### config.mk
export PLATFORM = sky130hd
export DESIGN_NAME = seq_divider_16_flat
export DESIGN_NICKNAME = d
export VERILOG_FILES = /design/src/rtl/arith_pkg.sv /design/src/rtl/seq_divider_16_if.sv /design/src/rtl/div_trial_sub.sv /design/src/rtl/seq_divider_16.sv /design/src/flat_wrapper.sv
export SDC_FILE = /design/constraint.sdc
export NUM_CORES = 1
export LEC_CHECK = 0
export CORE_UTILIZATION = 45
export CTS_BUF_LIST = sky130_fd_sc_hd__clkbuf_8
export CTS_CLUSTER_DIAMETER = 60
export DETAILED_ROUTE_END_ITERATION = 10
export PLACE_DENSITY = 0.68
export SYNTH_ARGS = -nofsm -noshare
export SYNTH_HDL_FRONTEND = slang
export SYNTH_SLANG_ARGS = --single-unit
export TNS_END_PERCENT = 30
### constraint.sdc
create_clock -name clk -period 3.35 [get_ports clk]
set_input_delay 0.67 -clock clk [delete_from_list [all_inputs] [get_ports clk]]
set_output_delay 0.67 -clock clk [all_outputs]
set_load 0.03 [all_outputs]
### src/rtl/arith_pkg.sv
// Shared arithmetic-unit definitions: divider FSM encoding, default width, counter sizing.
package arith_pkg;

  localparam int DEFAULT_WIDTH = 16;

  function automatic int cnt_width(input int w);
    return $clog2(w + 1);
  endfunction

  localparam int CNT_W = cnt_width(DEFAULT_WIDTH);

  typedef enum logic [1:0] {
    ST_IDLE = 2'd0,
    ST_RUN  = 2'd1,
    ST_DONE = 2'd2
  } div_state_t;

endpackage

### src/rtl/seq_divider_16_if.sv
// Start/busy/done request bus between the issuing controller and the divider.
interface seq_divider_16_if import arith_pkg::*; #(
  parameter int WIDTH = DEFAULT_WIDTH
);

  logic             start;
  logic [WIDTH-1:0] dividend;
  logic [WIDTH-1:0] divisor;
  logic             busy;
  logic             done;
  logic [WIDTH-1:0] quotient;
  logic [WIDTH-1:0] remainder;
  logic             div_by_zero;

  modport master (
    output start, dividend, divisor,
    input  busy, done, quotient, remainder, div_by_zero
  );

  modport slave (
    input  start, dividend, divisor,
    output busy, done, quotient, remainder, div_by_zero
  );

endinterface

### src/rtl/div_trial_sub.sv
// Trial subtract {R,Q[MSB]} - {0,D} as invert-plus-carry-in; purely combinational.
// Zero latency; no handshake.
module div_trial_sub #(
  parameter int WIDTH = 16
) (
  input  logic [WIDTH:0]   minuend,
  input  logic [WIDTH:0]   subtrahend,
  output logic [WIDTH-1:0] diff,
  output logic             nonneg
);

  logic [WIDTH:0] sum;

  // R < D always holds, so the true difference lies within +/-2^WIDTH and the
  // top bit of the WIDTH+1-bit result is an exact sign bit.
  assign sum    = minuend + ~subtrahend + (WIDTH+1)'(1);
  assign diff   = sum[WIDTH-1:0];
  assign nonneg = ~sum[WIDTH];

endmodule

### src/rtl/seq_divider_16.sv
// Iterative restoring divider, one quotient bit per clock; SEQ_DIVIDER_SIGNED_DIV_EN adds two's-complement operands.
// Latency WIDTH+1 cycles (1 for divide-by-zero); start ignored while busy, no queueing.
module seq_divider_16 import arith_pkg::*; #(
  parameter int WIDTH = DEFAULT_WIDTH
) (
  input  logic              clk,
  input  logic              rst,
  seq_divider_16_if.slave   dif
);

  localparam int CW = cnt_width(WIDTH);

  div_state_t       state, state_nxt;
  logic [WIDTH-1:0] q_reg, d_reg, r_reg;
  logic [CW-1:0]    cnt;
  logic [WIDTH-1:0] quot_q, rem_q;
  logic             dbz_q;

  logic [WIDTH-1:0] t_diff;
  logic             t_nonneg;
  logic [WIDTH-1:0] q_nxt, r_nxt, q_fin, r_fin;
  logic [WIDTH-1:0] dvd_mag, dvs_mag;
  logic             accept, last_iter;

  div_trial_sub #(.WIDTH(WIDTH)) u_trial (
    .minuend    ({r_reg, q_reg[WIDTH-1]}),
    .subtrahend ({1'b0, d_reg}),
    .diff       (t_diff),
    .nonneg     (t_nonneg)
  );

  assign q_nxt     = {q_reg[WIDTH-2:0], t_nonneg};
  assign r_nxt     = t_nonneg ? t_diff : {r_reg[WIDTH-2:0], q_reg[WIDTH-1]};
  assign accept    = (state == ST_IDLE) && dif.start;
  assign last_iter = (cnt == CW'(WIDTH - 1));

`ifdef SEQ_DIVIDER_SIGNED_DIV_EN
  logic neg_q, neg_r;

  assign dvd_mag = dif.dividend[WIDTH-1] ? -dif.dividend : dif.dividend;
  assign dvs_mag = dif.divisor[WIDTH-1]  ? -dif.divisor  : dif.divisor;
  // most-negative / -1 falls out naturally: the magnitude quotient negates to itself.
  assign q_fin   = neg_q ? -q_nxt : q_nxt;
  assign r_fin   = neg_r ? -r_nxt : r_nxt;

  always_ff @(posedge clk) begin
    if (rst) begin
      neg_q <= 1'b0;
      neg_r <= 1'b0;
    end else if (accept) begin
      neg_q <= dif.dividend[WIDTH-1] ^ dif.divisor[WIDTH-1];
      neg_r <= dif.dividend[WIDTH-1];
    end
  end
`else
  assign dvd_mag = dif.dividend;
  assign dvs_mag = dif.divisor;
  assign q_fin   = q_nxt;
  assign r_fin   = r_nxt;
`endif

  always_ff @(posedge clk) begin
    if (rst) begin
      state <= ST_IDLE;
    end else begin
      state <= state_nxt;
    end
  end

  always_comb begin
    state_nxt = state;
    dif.busy  = 1'b0;
    dif.done  = 1'b0;
    case (state)
      ST_IDLE: begin
        if (dif.start) begin
          state_nxt = (dif.divisor != '0) ? ST_RUN : ST_DONE;
        end
      end
      ST_RUN: begin
        dif.busy = 1'b1;
        if (last_iter) begin
          state_nxt = ST_DONE;
        end
      end
      ST_DONE: begin
        dif.busy  = 1'b1;
        dif.done  = 1'b1;
        state_nxt = ST_IDLE;
      end
      default: state_nxt = ST_IDLE;
    endcase
  end

  always_ff @(posedge clk) begin
    if (rst) begin
      q_reg  <= '0;
      d_reg  <= '0;
      r_reg  <= '0;
      cnt    <= '0;
      quot_q <= '0;
      rem_q  <= '0;
      dbz_q  <= 1'b0;
    end else begin
      case (state)
        ST_IDLE: begin
          if (dif.start) begin
            if (dif.divisor != '0) begin
              q_reg <= dvd_mag;
              d_reg <= dvs_mag;
              r_reg <= '0;
              cnt   <= '0;
            end else begin
              quot_q <= '1;
              rem_q  <= dif.dividend;
              dbz_q  <= 1'b1;
            end
          end
        end
        ST_RUN: begin
          q_reg <= q_nxt;
          r_reg <= r_nxt;
          cnt   <= cnt + CW'(1);
          if (last_iter) begin
            quot_q <= q_fin;
            rem_q  <= r_fin;
            dbz_q  <= 1'b0;
          end
        end
        default: ;
      endcase
    end
  end

  assign dif.quotient    = quot_q;
  assign dif.remainder   = rem_q;
  assign dif.div_by_zero = dbz_q;

endmodule

### src/flat_wrapper.sv
// flat-port wrapper written by rule: the top's interface ports become plain ports
module seq_divider_16_flat import arith_pkg::*;
#(
  parameter int WIDTH = DEFAULT_WIDTH
)
  (clk, rst, dif_start, dif_dividend, dif_divisor, dif_busy, dif_done, dif_quotient, dif_remainder, dif_div_by_zero);
  seq_divider_16_if #(.WIDTH(WIDTH)) dif_i ();
  input  logic clk;
  input  logic rst;
  input wire logic [$bits(dif_i.start)-1:0] dif_start;
  input wire logic [$bits(dif_i.dividend)-1:0] dif_dividend;
  input wire logic [$bits(dif_i.divisor)-1:0] dif_divisor;
  output wire logic [$bits(dif_i.busy)-1:0] dif_busy;
  output wire logic [$bits(dif_i.done)-1:0] dif_done;
  output wire logic [$bits(dif_i.quotient)-1:0] dif_quotient;
  output wire logic [$bits(dif_i.remainder)-1:0] dif_remainder;
  output wire logic [$bits(dif_i.div_by_zero)-1:0] dif_div_by_zero;
  assign dif_i.start = dif_start;
  assign dif_i.dividend = dif_dividend;
  assign dif_i.divisor = dif_divisor;
  assign dif_busy = dif_i.busy;
  assign dif_done = dif_i.done;
  assign dif_quotient = dif_i.quotient;
  assign dif_remainder = dif_i.remainder;
  assign dif_div_by_zero = dif_i.div_by_zero;
  seq_divider_16 #(.WIDTH(WIDTH)) u_core (.clk(clk), .rst(rst), .dif(dif_i));
endmodule
==> out/results.ini <==
[clock_network]
cts_max_path_buffers=2
root_buffer=clkbuf_8
cts_setup_buffers=0
cts-htree-levels=3
clock_latency_ns=0.36
clock-sinks=88
cts_hold_buf=0
path_clk_slew_ns=0.10
cts_buffers=9
postCtsResizedCells=0
tritoncts=yes

[logic_synthesis]
synth_top_cell_area_share_pct=38.2
ys_top_cells_by_area=dfxtp_1 38%, mux2i_1 9.5%, nor2_1 6.5%
synthMuxAreaShare_pct=10.0
synth_area_mm2=0.00461
synth_cells=543
synth_compound_area_share_pct=17.8
syn-num-nets=600
seq_area_frac_synth_pct=38.2
synthDistinctLibCells=52
dominantRegCellSynth=dfxtp_1
yosysMostFrequentCell=dfxtp_1
synth_top_family_by_area=simple AND/OR/NAND/NOR gates
yosys.area_share.adder_pct=6.13
yosys_warnings=0
synth_xor_area_share_pct=2.28
avgSynthCellArea_um2=8.50
async_reset_ff_share_pct=0
synthTopCellsByCount=88 x dfxtp_1, 80 x nor2_1, 44 x mux2i_1
yosys.area_share.simple_pct=20.2
ys_ff_latch=88
synth_edf_count=0
yosysTopAreaCell=dfxtp_1

[power]
p_per_area_mw_per_mm2=552
leakagePower_nw=2.10
irDropWorstVdd_mv=0.318
finalPower_mw=3.09

[floorplanning]
core_area_mm2=0.00986
start_util_pct=46.8
fp.dieArea_mm2=0.0107
ioPinCount=70
die_h_um=103
die_w_um=103
num_rows=36

[critical_path]
reg2reg_slack_ns=0.34
path_buf_inv=2
startpoint_type=flip-flop
crit_arrival_ns=3.26
end_kind=flip-flop
crit_fanout=21
cp_slowest_cell=mux2_2
crit_type=flip-flop to flip-flop
cp_common_cell=inv_1
crit_chain=inv_1 -> ha_1 -> inv_1 -> fa_1 -> a21o_1 -> a22o_4 -> o41ai_4 -> a211oi_2 -> nand2_4 -> mux2_2 -> mux2i_1 -> a211oi_1
slowest_delay_ns=0.40
critical_path_required_ns=3.59
crit_family=compound AO/OA/AOI/OAI gates

[run_status]
status=finished, final reports clean

[sta]
setup_tns_ns=0
slew_headroom_pct=49.3
fin_crit_ns=3.01
worst_slew_pin_slew_ns=0.761
slew_viol_final=0
fin_skew_ns=0.0105
finalSetupViolations=0
period_share_pct=90.0
timing.fmax_mhz=332
rsz0062_at_grt=false
hold_viol=0

[global_route]
grt_use_met1_pct=31.8
use_met2_pct=37.8
grt_use_total_pct=23.2
use_met3_pct=3.23
grt_pass1_vias=3799
grt_max_degree=71
busiest_layer=met2
antenna_found_initial=0
overflow=0
grt_pass1_wl_um=19000

[routing]
wire_per_inst_um=16.0
drt_pass1_iterations=4
finalWirelength_um=11800
drc=0
postRouteAntennaNets=0
via_per_inst=5.51
vias=4060
drt_iter0_drc=192

[placement]
place_area_mm2=0.00543
numPortBuffers=69
hpwl_um=8530
place_congestion=0.903

[finish]
drive_gt1_share_pct=6.29
fillCellCount=906
final_area_mm2=0.00560
nets=656
diodes=0
syn_to_final_growth_pct=21.4

[job]
maxCapViolCount=0

[worst_hold_path]
holdCritPathClass=flip-flop to flip-flop

-- final cells by class --
cell class	count	area, µm²	area share, %
multi-input combinational	395	2610	46.5
sequential	88	1760	31.4
timing repair buffer	81	801	14.3
tap	133	166	2.97
clock buffer	9	124	2.21
inverter	24	90.1	1.61
clock inverter	7	53.8	0.960
-- cell families after synthesis --
family                     after synthesis
muxes                                   46
adders and majority gates               22
and+or+nand+nor                        196
AOI/OAI and AO/OA                      119
xor gates and xnor gates                12
buffers and inverters                   60
DFF                                     88
-- where the power goes --
part           internal (mW)  switching (mW)
logic                  0.490           0.688
clock network          0.276           0.416
registers               1.15          0.0716
total                   1.91            1.18
-- routing by layer --
layer / up-vias / part of all wire, % / wire, µm
met5: - / 0 / 0
met4: 0 / 1.7 / 199
met3: 14 / 4.0 / 478
met2: 105 / 46 / 5430
met1: 1898 / 48 / 5700
li1: 2043 / - / -
-- worst paths after layout --
path / startpoint / to / cells after the start
worst min register to register: u_core.cnt[4]$_SDFFE_PP0P_ / u_core.cnt[4]$_SDFFE_PP0P_ / 2
worst max register to register: u_core.q_reg[15]$_SDFFE_PP0P_ / u_core.dif.remainder[2]$_SDFFE_PP0P_ / 12
worst max-delay path: u_core.q_reg[15]$_SDFFE_PP0P_ / u_core.dif.remainder[2]$_SDFFE_PP0P_ / 12
worst min-delay path: u_core.cnt[4]$_SDFFE_PP0P_ / u_core.cnt[4]$_SDFFE_PP0P_ / 2
-- worst register-to-register path, cell delays in order (launching register included) --
cell      delay [ns]
dfxtp_1         0.32
inv_1           0.08
ha_1            0.16
inv_1           0.05
fa_1            0.39
a21o_1          0.20
a22o_4          0.24
o41ai_4         0.36
a211oi_2        0.17
nand2_4         0.29
mux2_2          0.41
mux2i_1         0.13
a211oi_1        0.10
-- cell usage in the layout (no fill, tap or decap), drive strengths merged, types with 4 or more instances in the layout --
master / n
dfxtp: 88
nor2: 80
clkdlybuf4s50: 68
mux2i: 44
nand2: 40
a21oi: 29
inv: 28
o21ai: 27
nor3: 22
ha: 21
a211oi: 18
nor3b: 15
buf: 13
a211o: 9
clkbuf: 9
a31oi: 8
nor4: 7
nand2b: 6
nand3: 6
nor2b: 6
xor2: 6
xnor2: 6
o21a: 5
a311oi: 4
nor4b: 4
-- per-stage QoR --
| step | hold slack [ns] | utilization, % | setup slack [ns] | cells |
|---|---|---|---|---|
| finish | 0.464 | 56.8 | 0.335 | 737 |
| global route | 0.483 | 56.8 | 0.150 | 737 |
| CTS | 0.464 | 56.8 | 0.330 | 737 |
| detailed placement | 0.449 | 55.0 | 0.260 | 721 |
| global placement | 0.447 | 55.0 | 0.168 | 721 |
| floorplan | 0.432 | - | 0.659 | 543 |
No activity file was read; power rests on OpenSTA's default activity.
